<file path="src/rtl/cloud_pkg.sv">
// cloud_pkg: shared types and constants for the cloud background layer.
package cloud_pkg;
    typedef enum logic [1:0] {IDLE = 2'd0, RUN = 2'd1, PAUSED = 2'd2, RECENTER = 2'd3} cloud_state_t;
    typedef logic [9:0] cloud_offset_t;
    localparam int CLOUD_WIDTH_PX  = 640;
    localparam int CLOUD_ROW_PITCH = 160;
    localparam int CLOUD_SCALE     = 4;
endpackage

</file>
<file path="src/rtl/frame_edge_sync.sv">
// frame_edge_sync: synchronizes frame_clk into Clk and emits a one-cycle pulse per rising edge.
module frame_edge_sync #(
    parameter int SYNC_STAGES = 2
) (
    input  logic Clk,
    input  logic Reset,
    input  logic frame_clk,
    output logic frame_tick
);
    logic [SYNC_STAGES-1:0] sync;
    logic prev;
    always_ff @(posedge Clk or posedge Reset) begin
        if (Reset) begin
            sync       <= '0;
            prev       <= 1'b0;
            frame_tick <= 1'b0;
        end else begin
            sync       <= {sync[SYNC_STAGES-2:0], frame_clk};
            prev       <= sync[SYNC_STAGES-1];
            frame_tick <= sync[SYNC_STAGES-1] & ~prev;
        end
    end
endmodule

</file>
<file path="src/rtl/cloud_scroll_ctrl.sv">
// cloud_scroll_ctrl: frame-synchronous scroll offset scheduler; commands only take effect on frame ticks.
module cloud_scroll_ctrl
    import cloud_pkg::*;
#(
    parameter int WIDTH_PX      = CLOUD_WIDTH_PX,
    parameter int RECENTER_STEP = 8,
    parameter int SYNC_STAGES   = 2
) (
    input  logic          Clk,
    input  logic          Reset,
    input  logic          frame_clk,
    input  logic          start,
    input  logic          pause,
    input  logic          recenter,
    input  logic [2:0]    speed,
    input  logic [3:0]    step,
    output cloud_offset_t cloud_offset,
    output logic          frame_tick,
    output logic [1:0]    state_o,
    output logic          busy
);
    localparam logic [10:0] W = 11'(WIDTH_PX);
    cloud_state_t  state, state_n;
    cloud_offset_t off_n;
    logic [2:0]    div, div_n;
    logic          p_start, p_pause, p_rec;
    logic          c_start, c_pause, c_rec;
    logic [10:0]   sum_step, sum_rc;

    frame_edge_sync #(.SYNC_STAGES(SYNC_STAGES)) u_sync (
        .Clk(Clk), .Reset(Reset), .frame_clk(frame_clk), .frame_tick(frame_tick)
    );

    // a command arriving in the tick cycle itself is honoured at that tick
    assign c_start  = p_start | start;
    assign c_pause  = p_pause | pause;
    assign c_rec    = p_rec | recenter;
    assign sum_step = {1'b0, cloud_offset} + {7'd0, step};
    assign sum_rc   = {1'b0, cloud_offset} + 11'(RECENTER_STEP);
    assign state_o  = state;
    assign busy     = (state == RUN) || (state == RECENTER);

    always_comb begin
        state_n = state;
        off_n   = cloud_offset;
        div_n   = frame_tick ? 3'd0 : div;
        if (frame_tick)
            case (state)
                IDLE:     state_n = c_rec ? (cloud_offset != '0 ? RECENTER : IDLE) : c_start ? RUN : IDLE;
                RUN:
                    if (c_rec) state_n = RECENTER;
                    else if (c_pause) state_n = PAUSED;
                    else if (div == speed) off_n = sum_step >= W ? 10'(sum_step - W) : sum_step[9:0];
                    else div_n = div + 3'd1;
                PAUSED:   state_n = c_rec ? RECENTER : c_start ? RUN : PAUSED;
                RECENTER: begin
                    state_n = (sum_rc >= W || cloud_offset == '0) ? IDLE : RECENTER;
                    off_n   = (sum_rc >= W || cloud_offset == '0) ? '0 : sum_rc[9:0];
                end
                default:  state_n = IDLE;
            endcase
    end

    always_ff @(posedge Clk or posedge Reset) begin
        if (Reset) begin
            state        <= IDLE;
            cloud_offset <= '0;
            div          <= '0;
            p_start      <= 1'b0;
            p_pause      <= 1'b0;
            p_rec        <= 1'b0;
        end else begin
            state        <= state_n;
            cloud_offset <= off_n;
            div          <= div_n;
            p_start      <= ~frame_tick & c_start;
            p_pause      <= ~frame_tick & c_pause;
            p_rec        <= ~frame_tick & c_rec;
        end
    end
endmodule

</file>
<file path="config.mk">
export PLATFORM = sky130hd
export DESIGN_NAME = cloud_scroll_ctrl
export DESIGN_NICKNAME = d
export VERILOG_FILES = /design/src/rtl/cloud_pkg.sv /design/src/rtl/frame_edge_sync.sv /design/src/rtl/cloud_scroll_ctrl.sv
export SDC_FILE = /design/constraint.sdc
export NUM_CORES = 1
export LEC_CHECK = 0
export ABC_AREA = 1
export BUFFER_PORTS_ARGS = -buffer_cell sky130_fd_sc_hd__clkbuf_2
export CAP_MARGIN = 20
export CORE_MARGIN = 10
export CORE_UTILIZATION = 60
export CTS_BUF_LIST = sky130_fd_sc_hd__clkbuf_4
export DETAILED_ROUTE_END_ITERATION = 16
export PLACE_DENSITY = 0.84
export SLEW_MARGIN = 20
export SYNTH_ARGS = -nofsm -noshare
export SYNTH_HDL_FRONTEND = slang
export SYNTH_SLANG_ARGS = --single-unit
</file>
<file path="constraint.sdc">
create_clock -name Clk -period 4.5 [get_ports Clk]
set_input_delay 0.45 -clock Clk [delete_from_list [all_inputs] [get_ports Clk]]
set_output_delay 0.45 -clock Clk [all_outputs]
set_load 0.01 [all_outputs]
</file>
Word-level counts from Yosys, hierarchy flattened:

Index checks and enable logic that the tools add are counted.

* bits in registers: 22
* output and inout port bits: 14
* input bits: 13
* word-level logic and storage cells: 61

* muxes and demuxes: 21
* $lt $le $gt $ge: 2
* $add $sub $neg: 4
* equal/unequal tests: 8
* reduce and logical (&&, ||, !) cells: 8
* bitwise gates (word level): 9

Operators by type and width (count)
* 2-to-1 mux 10 bit: 5
* >= comparator 11 x 10 -> 1 bit (second input constant): 2
* one-hot mux 10 bit (2 select lines): 1
* 2-to-1 mux 3 bit: 6
* 2-to-1 mux 2 bit: 7
* adder 10 x 4 -> 11 bit: 1
* adder 10 x 4 -> 11 bit (second input constant): 1
* logical NOT 10 bit: 1
* nonzero test 10 bit: 1
* subtractor 10 bit (second input constant): 1
* one-hot mux 2 bit (4 select lines): 1
* AND reduction 5 bit: 1
* AND 1 bit: 4
* equality test 2 bit (second input constant): 2
* != test 2 bit (second input constant): 2
* adder 3 x 1 -> 3 bit (second input constant): 1
* equality test 3 bit: 1
* != test 3 bit (second input constant): 1
* bitwise OR 1 bit: 3
* equality test 2 x 1 -> 1 bit (second input constant): 1
* logical NOT 2 bit: 1
* logical OR 1 bit: 2
* != test 2 x 1 -> 1 bit (second input constant): 1
* NOT 1 bit: 2
* 3 further kinds: 3

Logic depth before layout (Yosys ltp):

Gate-level depths: netlist (run 1).

* depth after elaboration: 7
* depth in mapped cells: 18
* depth with buffers taken out: 18

Cells and area by module:

Synthesis (run 1) repeated with hierarchy kept, for this count alone.

* cell total of the unflattened synthesis: 233
* area, all modules: 1641.6 um2

Modules (own cells, without submodules)
* cloud_scroll_ctrl: area each 1527.7 um2, sequential area each 450.4 um2, times used 1, cells each 226
* frame_edge_sync: area each 113.9 um2, sequential area each 100.1 um2, times used 1, cells each 7

Worst setup path after synthesis (run 1):

Ideal clock, no wire load.

* kind: input to register
* start point: input port step[0]
* end point: register cloud_offset[8]
* slack: 2248 ps
* data required time: 4427 ps
* cell stages on the path: 17
* buffers on the path: 0
* setup time: 73 ps
* data arrival time: 2179 ps
* cells stage by stage: ha_1 -> inv_1 -> fa_1 -> inv_1 -> nand3_1 -> nand2_1 -> nand3_1 -> nand2_1 -> ha_1 -> inv_1 -> nand3_1 -> nand2_1 -> inv_1 -> nand2_1 -> nand2_1 -> nand3_1 -> a21oi_2

* cells in the longest elaborated chain, start to end: 7
* elaborated cells on any way between the ends: 8
* those cells by class: add/sub (2); order compare (1); mux (5)

Ends and longest elaborated chain
* start, declared: line cloud_scroll_ctrl.sv:16 `input logic [3:0] step,`
* adder 10 x 4 -> 11 bit *: line cloud_scroll_ctrl.sv:38 `assign sum_step = {1'b0, cloud_offset} + {7'd0, step};`
* subtractor 10 bit / >= comparator 11 x 10 -> 1 bit (equally long branches): line cloud_scroll_ctrl.sv:53 `else if (div == speed) off_n = sum_step >= W ? 10'(sum_step - W) : sum_step[9:0];`
* 2-to-1 mux 10 bit * (2 in a row): line cloud_scroll_ctrl.sv:53
* 2-to-1 mux 10 bit *: line cloud_scroll_ctrl.sv:52 `else if (c_pause) state_n = PAUSED;`
* 2-to-1 mux 10 bit *: line cloud_scroll_ctrl.sv:51 `if (c_rec) state_n = RECENTER;`
* one-hot mux 10 bit (2 select lines) *: line cloud_scroll_ctrl.sv:48 `case (state)`
* end signal, assigned: line cloud_scroll_ctrl.sv:74 `cloud_offset <= off_n;`
* end, declared: line cloud_scroll_ctrl.sv:17 `output cloud_offset_t cloud_offset,`

Mark *: on every way between the ends. The rest lies on a longest branch, timed or not. The select of a mux whose other input is x is not followed.
A chain may end at the register's enable or synchronous reset.

Worst setup path in the final report (run 1):

* start point: register cloud_offset[0]
* end point: register cloud_offset[7]

* cells in the longest elaborated chain, start to end: 7
* elaborated cells on any way between the ends: 13
* those cells by class: add/sub (3); order compare (2); mux (6); reduce/logical (2)

Ends and longest elaborated chain (line)
* adder 10 x 4 -> 11 bit: cloud_scroll_ctrl.sv:38
* subtractor 10 bit / >= comparator 11 x 10 -> 1 bit (equally long branches): cloud_scroll_ctrl.sv:53
* 2-to-1 mux 10 bit (2 in a row): cloud_scroll_ctrl.sv:53
* 2-to-1 mux 10 bit: cloud_scroll_ctrl.sv:52
* 2-to-1 mux 10 bit: cloud_scroll_ctrl.sv:51
* one-hot mux 10 bit (2 select lines) *: cloud_scroll_ctrl.sv:48

Marked as above.

==> reports/metrics.csv, run 1 <==
metric;value;unit
status;complete, no violations;
drc_errors;0;
core-area;2710;um2
cts_tree;done;
die_height;72.6;um
grt_pass1_wl;7040;um
insertion_delay;310;ps
synth_seq_cells;22;
cts_setup_buffers;0;
p_leak;0.987;nW
antenna_found_initial;0;
synth_warnings;0;
cts_buffers;3;
antenna_cells;0;
cts_sinks;22;
criticalPathCategory;flop to flop;
synth-edff-count;0;
rows;19;
ys_seq_area_frac;0.332;
synth.largest_area_cell;dfrtp_1;
routed_wl;4000;um
fin_worst_skew;3.79;ps
min_path_cells;1;
max_slew_margin;0.451;
crit_cells;17;
nNetsFinal;289;
cp-end-kind;flop;
use_met1;0.206;
hpwl;3220;um
finalSetupViolations;0;
drtPass1Iterations;5;
portBuffers;26;
clk_pin_slew;130;ps
p_total;1.15;mW
path_common_cell;nand2_1;
final_cell_mix;65 x nand2_1, 32 x inv_1, 30 x nand3_1;
final_common_cell;nand2_1;
num_io_pins;27;
grt_util_met2;0.259;
synthDistinctLibCells;30;
fmax;405;MHz
vdd_ir_drop_max;429;uV
grt-busiest-layer;met2;
slew_violations;0;
cts-root-buf;clkbuf_4;
r2r_cells;17;
place_ws;1960;ps
crit_chain;ha_1 -> inv_1 -> fa_1 -> inv_1 -> nand3_1 -> nand2_1 -> nand3_1 -> nand2_1 -> ha_1 -> inv_1 -> nand3_1 -> nand2_1 -> inv_1 -> nand2_1 -> nand2_1 -> nand3_1 -> a21oi_1;
syn_nets;261;
grt_max_degree;23;
die-area;5270;um2
cts-resized-gates;0;
critical_path_required;4750;ps
synth.top_cell.area_share;0.332;
synth_area_leaders;dfrtp_1 33%, nand2_1 15%, nand3_1 9.1%, inv_1 7.2%, nor2_1 6.6%;
die_w;72.6;um
netlist_area;1660;um2
globalplace.congestion;0.958;
drive_gt1_frac;0.154;
cp_num_buf_inv;4;
hold_path_class;primary input to flop;
grt_pass1_vias;1547;
cap_violations;0;
fin_crit_sh;0.548;
via_per_inst;5.45;
synthCells;240;
avgSynthCellArea;6.91;um2
finalWorstSetupSlack;2030;ps
path_delay_family;adder cells;
cp_slowest_cell;dfrtp_1;
fin_tns_setup;0;ps
start_util;0.612;
cts_buffer_depth;2;
cts_hold_buf;0;
power.density;618;nW/um2
postRouteAntennaNets;0;
synthFlopType;dfrtp_1;
cp_max_fo;4;
fillers;256;
met3_usage;0.0368;
grt-ovfl-total;0;
start_kind;flop;
num_vias;1624;
synthArstFlopShare;1.00;
worst_slew_pin_slew;823;ps
final_hold_viol_count;0;
syn2layout_area_growth;12.5;%
worstPathArrival;2720;ps
rsz0062_at_grt;false;
period_needed;2470;ps
first_iter_violations;116;
instances_no_fill;298;
htreeDepth;1;
avgRoutedWirePerCell;13.4;um
placed_cells;294;
grt_use_total;0.160;
cpPeakStageDelay;430;ps
-- power breakdown --
part	leakage [nW]	switching, mW	internal [mW]
Combinational	0.690	0.409	0.237
Clock	0.0279	0.0649	0.0900
Sequential	0.269	0.103	0.250
Total	0.987	0.576	0.576
-- path summary, 6_finish.rpt --
check / endpoint / slack, ps / from
hold reg to reg: u_sync.sync[1] / 360 / u_sync.sync[0]
min in group asynchronous: cloud_offset[7] / 250 / Reset
hold / removal: u_sync.sync[0] / 230 / frame_clk
max in group asynchronous: p_start / 3740 / Reset
setup / recovery: cloud_offset[7] / 2030 / cloud_offset[0]
setup reg to reg: cloud_offset[7] / 2030 / cloud_offset[0]
-- stage by stage --
stage | hold WS, ps | area (um2) | utilization
3_3_place_gp | 333 | 1810 | 0.669
2_1_floorplan | 331 | 1660 | -
6_report | 228 | 1870 | 0.688
5_1_grt | 208 | 1870 | 0.688
4_1_cts | 227 | 1870 | 0.688
3_5_place_dp | 337 | 1810 | 0.669
-- worst reg2reg max path: cells and delay by family (launching register included) --
family	cells	cell delay [ps]
fa+ha+maj	3	800
simple gates	9	740
flops	1	430
buf+inv	4	300
compound gates	1	130
-- layer usage --
layer / wire (um) / vias to the layer above
met2: 1850 / 60
met1: 1790 / 731
met4: 52 / 0
met5: 0 / -
met3: 312 / 8
li1: - / 825
-- synth_stat cells (2+ instances only) --
master / number
buf_2: 2
dfrtp_1: 22
ha_1: 7
inv_1: 32
nand2_1: 65
nand2_2: 3
nand3_1: 30
nand4_1: 3
nor2_1: 29
nor2_4: 2
nor3_1: 2
o211ai_1: 3
o21ai_0: 8
o21ai_1: 8
o31ai_1: 2
xnor2_1: 6
xor2_1: 3
-- area by class of cell --
cell class	instances	area, um2	share of cell area
Inverter	33	124	0.0664
Clock buffer	3	22.5	0.0121
Sequential cell	22	551	0.295
Tap cell	31	38.8	0.0208
Multi-Input combinational cell	182	970	0.520
Clock inverter	1	30.0	0.0161
Timing Repair Buffer	26	130	0.0698
-- cells by family after synthesis --
kind of cell | share of synthesized area
multiplexers | 0.00604
buffers and inverters | 0.0830
AO/OA/AOI/OAI | 0.0966
adder cells (fa/ha/maj) | 0.0649
AND/OR/NAND/NOR | 0.360
XOR/XNOR | 0.0574
flip-flops | 0.332
(Power assumes the default switching activity.)
==> run 2, diff against run 1 <==
--- a/config.mk
+++ b/config.mk
@@ -5,14 +5,14 @@
 export SDC_FILE = /design/constraint.sdc
 export NUM_CORES = 1
 export LEC_CHECK = 0
-export ABC_AREA = 1
+export ABC_AREA = 0
 export BUFFER_PORTS_ARGS = -buffer_cell sky130_fd_sc_hd__clkbuf_2
 export CAP_MARGIN = 20
 export CORE_MARGIN = 10
-export CORE_UTILIZATION = 60
+export CORE_UTILIZATION = 53
 export CTS_BUF_LIST = sky130_fd_sc_hd__clkbuf_4
 export DETAILED_ROUTE_END_ITERATION = 16
-export PLACE_DENSITY = 0.84
+export PLACE_DENSITY = 0.78
 export SLEW_MARGIN = 20
 export SYNTH_ARGS = -nofsm -noshare
 export SYNTH_HDL_FRONTEND = slang
==> constraint.sdc (replaced) <==
create_clock -name Clk -period 2 [get_ports Clk]
set_input_delay 0.2 -clock Clk [delete_from_list [all_inputs] [get_ports Clk]]
set_output_delay 0.2 -clock Clk [all_outputs]
set_load 0.01 [all_outputs]
==> run 2 against run 1 <==
Compared with the run above: clock-buffer cell count stayed put; worst setup slack worse by 3000 ps; the flow now finishes with violations (negative setup slack); clock power is 35% higher; power is 130% higher; critical path depth is 4 lower; synthesized area is 4.2% higher; largest cell class unchanged; fmax is 16% lower; critical path type unchanged; core utilization is 17 points higher; sequential share of layout area is 8.6 points lower; largest power group unchanged.
==> reports/metrics.csv, run 2 <==
metric;value;unit;change
status;complete, but fails checks;;
violations;negative setup slack;;
synth_area_leaders;dfrtp_1 32%, ha_1 5.1%, nor2_1 4.8%, nand3_1 3.5%, o21ai_0 2.6%;;
synthArstFlopShare;1.00;;unchanged
synthCells;204;;-15%
fillers;197;;-23%
synth_warnings;0;;unchanged
cp-end-kind;flop;;
routed_wl;6180;um;+54%
core-area;3080;um2;+14%
rows;20;;+1
start_kind;flop;;
cts_buffers;3;;unchanged
grt_pass1_vias;2078;;+34%
finalWorstSetupSlack;-951;ps;-2980 ps
placed_cells;319;;+8.5%
regToRegEndpoint;cloud_offset[8];;
hold_path_class;primary input to flop;;
cpPeakStageDelay;390;ps;-40 ps
cts_sinks;22;;unchanged
synth_seq_cells;22;;unchanged
instances_no_fill;343;;+15%
avgRoutedWirePerCell;18.0;um;+34%
crit_chain;ha_2 -> inv_2 -> fa_2 -> nand2b_4 -> a211oi_4 -> xnor2_2 -> ha_2 -> nor2_2 -> nand3_1 -> mux2_4 -> and2_4 -> mux2_4 -> a211o_1;;
synth.largest_area_cell;dfrtp_1;;
p_leak;1.21;nW;+22%
p_total;2.69;mW;+130%
grt_pass1_wl;9560;um;+36%
insertion_delay;320;ps;about the same
slew_violations;0;;unchanged
cap_violations;0;;unchanged
die_height;77.1;um;+6.2%
nNetsFinal;321;;+11%
holdPathEnd;p_pause;;
antenna_cells;0;;unchanged
cts-root-buf;clkbuf_4;;
globalplace.congestion;0.905;;-5.5%
worstPathArrival;3160;ps;+440 ps
worst_slew_pin_slew;651;ps;-172 ps
syn2layout_area_growth;52.5;%;
num_vias;2054;;+26%
drc_errors;0;;unchanged
critical_path_required;2210;ps;-2540 ps
avgSynthCellArea;8.47;um2;+23%
r2r_cells;13;;-4
final_hold_viol_count;0;;unchanged
htreeDepth;1;;unchanged
first_iter_violations;185;;+59%
grt_use_total;0.190;;+0.0295
final_cell_mix;68 x buf_4, 26 x clkbuf_2, 21 x nor2_1, 21 x dfrtp_1;;
postRouteAntennaNets;0;;unchanged
fmax;339;MHz;-16%
synth-edff-count;0;;unchanged
criticalPathCategory;flop to flop;;
start_util;0.561;;-0.0503
min_path_cells;3;;+2
ff2ff_setup_slack;-950;ps;-2980 ps
synth.top_cell.area_share;0.319;;-0.0135
cts_tree;done;;
synthFlopType;dfrtp_1;;
cp_max_fo;3;;-1
min-delay-start;pause;;
die_w;77.1;um;+6.2%
syn_nets;225;;-14%
synthTopCellsByCount;22 x dfrtp_1, 22 x nor2_1, 12 x nand2_1, 12 x nand3_1, 11 x inv_1;;
finalSetupViolations;12;;+12
drive_gt1_frac;0.441;;+0.288
fin_crit_sh;1.48;;+0.927
rsz0062_at_grt;true;;
cts_buffer_depth;2;;unchanged
vdd_ir_drop_max;609;uV;+42%
cp_slowest_cell;dfrtp_1;;
grt-ovfl-total;0;;unchanged
num_io_pins;27;;unchanged
antenna_found_initial;0;;unchanged
grt_max_degree;17;;-26%
portBuffers;26;;unchanged
synthDistinctLibCells;54;;+80%
netlist_area;1730;um2;+4.2%
die-area;5940;um2;+13%
period_needed;2950;ps;+484 ps
clk_pin_slew;120;ps;about the same
drtPass1Iterations;4;;-1
hpwl;4110;um;+28%
ys_seq_area_frac;0.319;;-0.0135
max_slew_margin;0.564;;+0.113
final_common_cell;buf_4;;
via_per_inst;5.99;;+9.9%
power.density;1020;nW/um2;+65%
fin_worst_skew;11.3;ps;+7.50 ps
r2r-start;cloud_offset[0];;
==> run 2: metrics by stage <==
stage / area [um2] / hold WS (ps) / setup TNS (ps) / setup slack [ps] / util
3_3_place_gp: 2320 / 254 / -2230 / -809 / 0.753
3_5_place_dp: 2320 / 256 / -2900 / -943 / 0.753
5_1_grt: 2640 / 122 / -5620 / -1070 / 0.856
4_1_cts: 2510 / 126 / -2890 / -920 / 0.815
2_1_floorplan: 1760 / 189 / -1780 / -921 / -
6_report: 2640 / 110 / -4450 / -951 / 0.856
==> run 2: layout make-up <==
| cell class | count | area (um2) | share of cell area |
|---|---|---|---|
| sequential | 22 | 552 | 0.209 |
| inverter | 11 | 41.3 | 0.0157 |
| clock inverter | 1 | 3.75 | 0.00142 |
| clock buffer | 3 | 22.5 | 0.00855 |
| timing repair buffer | 102 | 728 | 0.276 |
| multi-input combinational | 160 | 1230 | 0.468 |
| tap | 44 | 55.1 | 0.0209 |
==> run 2: worst max-delay path by stage <==
stage | from | end | cells past startpoint
finish | cloud_offset[0] | cloud_offset[8] | 13
global route | cloud_offset[0] | cloud_offset[8] | 13
CTS | cloud_offset[0] | cloud_offset[8] | 13
detailed placement | cloud_offset[0] | cloud_offset[8] | 13
global placement | cloud_offset[0] | cloud_offset[8] | 13
floorplan | cloud_offset[0] | cloud_offset[8] | 13
==> run 2: critical path: cells and delay by family, from the launching register on <==
family          cells  cell delay [ps]
mux                 2              580
simple gates        4              520
buf+inv             1               40
compound gates      2              470
flops               1              390
fa+ha+maj           3              730
xor+xnor            1              110
==> run 2: kinds of logic after synthesis <==
family / Yosys count / share of synthesized area
AOI/OAI and AO/OA: 62 / 0.256
xor gates and xnor gates: 8 / 0.0405
adders and majority gates: 8 / 0.0623
buffers and inverters: 22 / 0.0514
DFF: 22 / 0.319
muxes: 5 / 0.0304
and+or+nand+nor: 77 / 0.240
==> run 2: per-layer routing <==
metal	GRT usage	wire length, um	vias to the layer above
li1	-	-	956
met1	0.208	2500	972
met2	0.347	3080	93
met3	0.0408	374	33
met4	0.0730	231	0
met5	0	0	-
==> run 2: power breakdown <==
part | total, mW | leakage (nW) | switching, mW | internal [mW]
registers | 0.592 | 0.272 | 0.0686 | 0.523
clock network | 0.210 | 0.0154 | 0.137 | 0.0732
logic | 1.89 | 0.918 | 0.965 | 0.921
total | 2.69 | 1.21 | 1.17 | 1.52
==> run 2: timing repair <==
| item | in CTS | in global routing |
|---|---|---|
| cloned | 0 | 0 |
| setup endpoints to repair | 12 | 12 |
| hold buffers | 2 | 0 |
| buffers inserted | 16 | 11 |
| hold endpoints to repair | 14 | 0 |
| gates resized for setup | 14 | 17 |
| pin swaps | 14 | 11 |
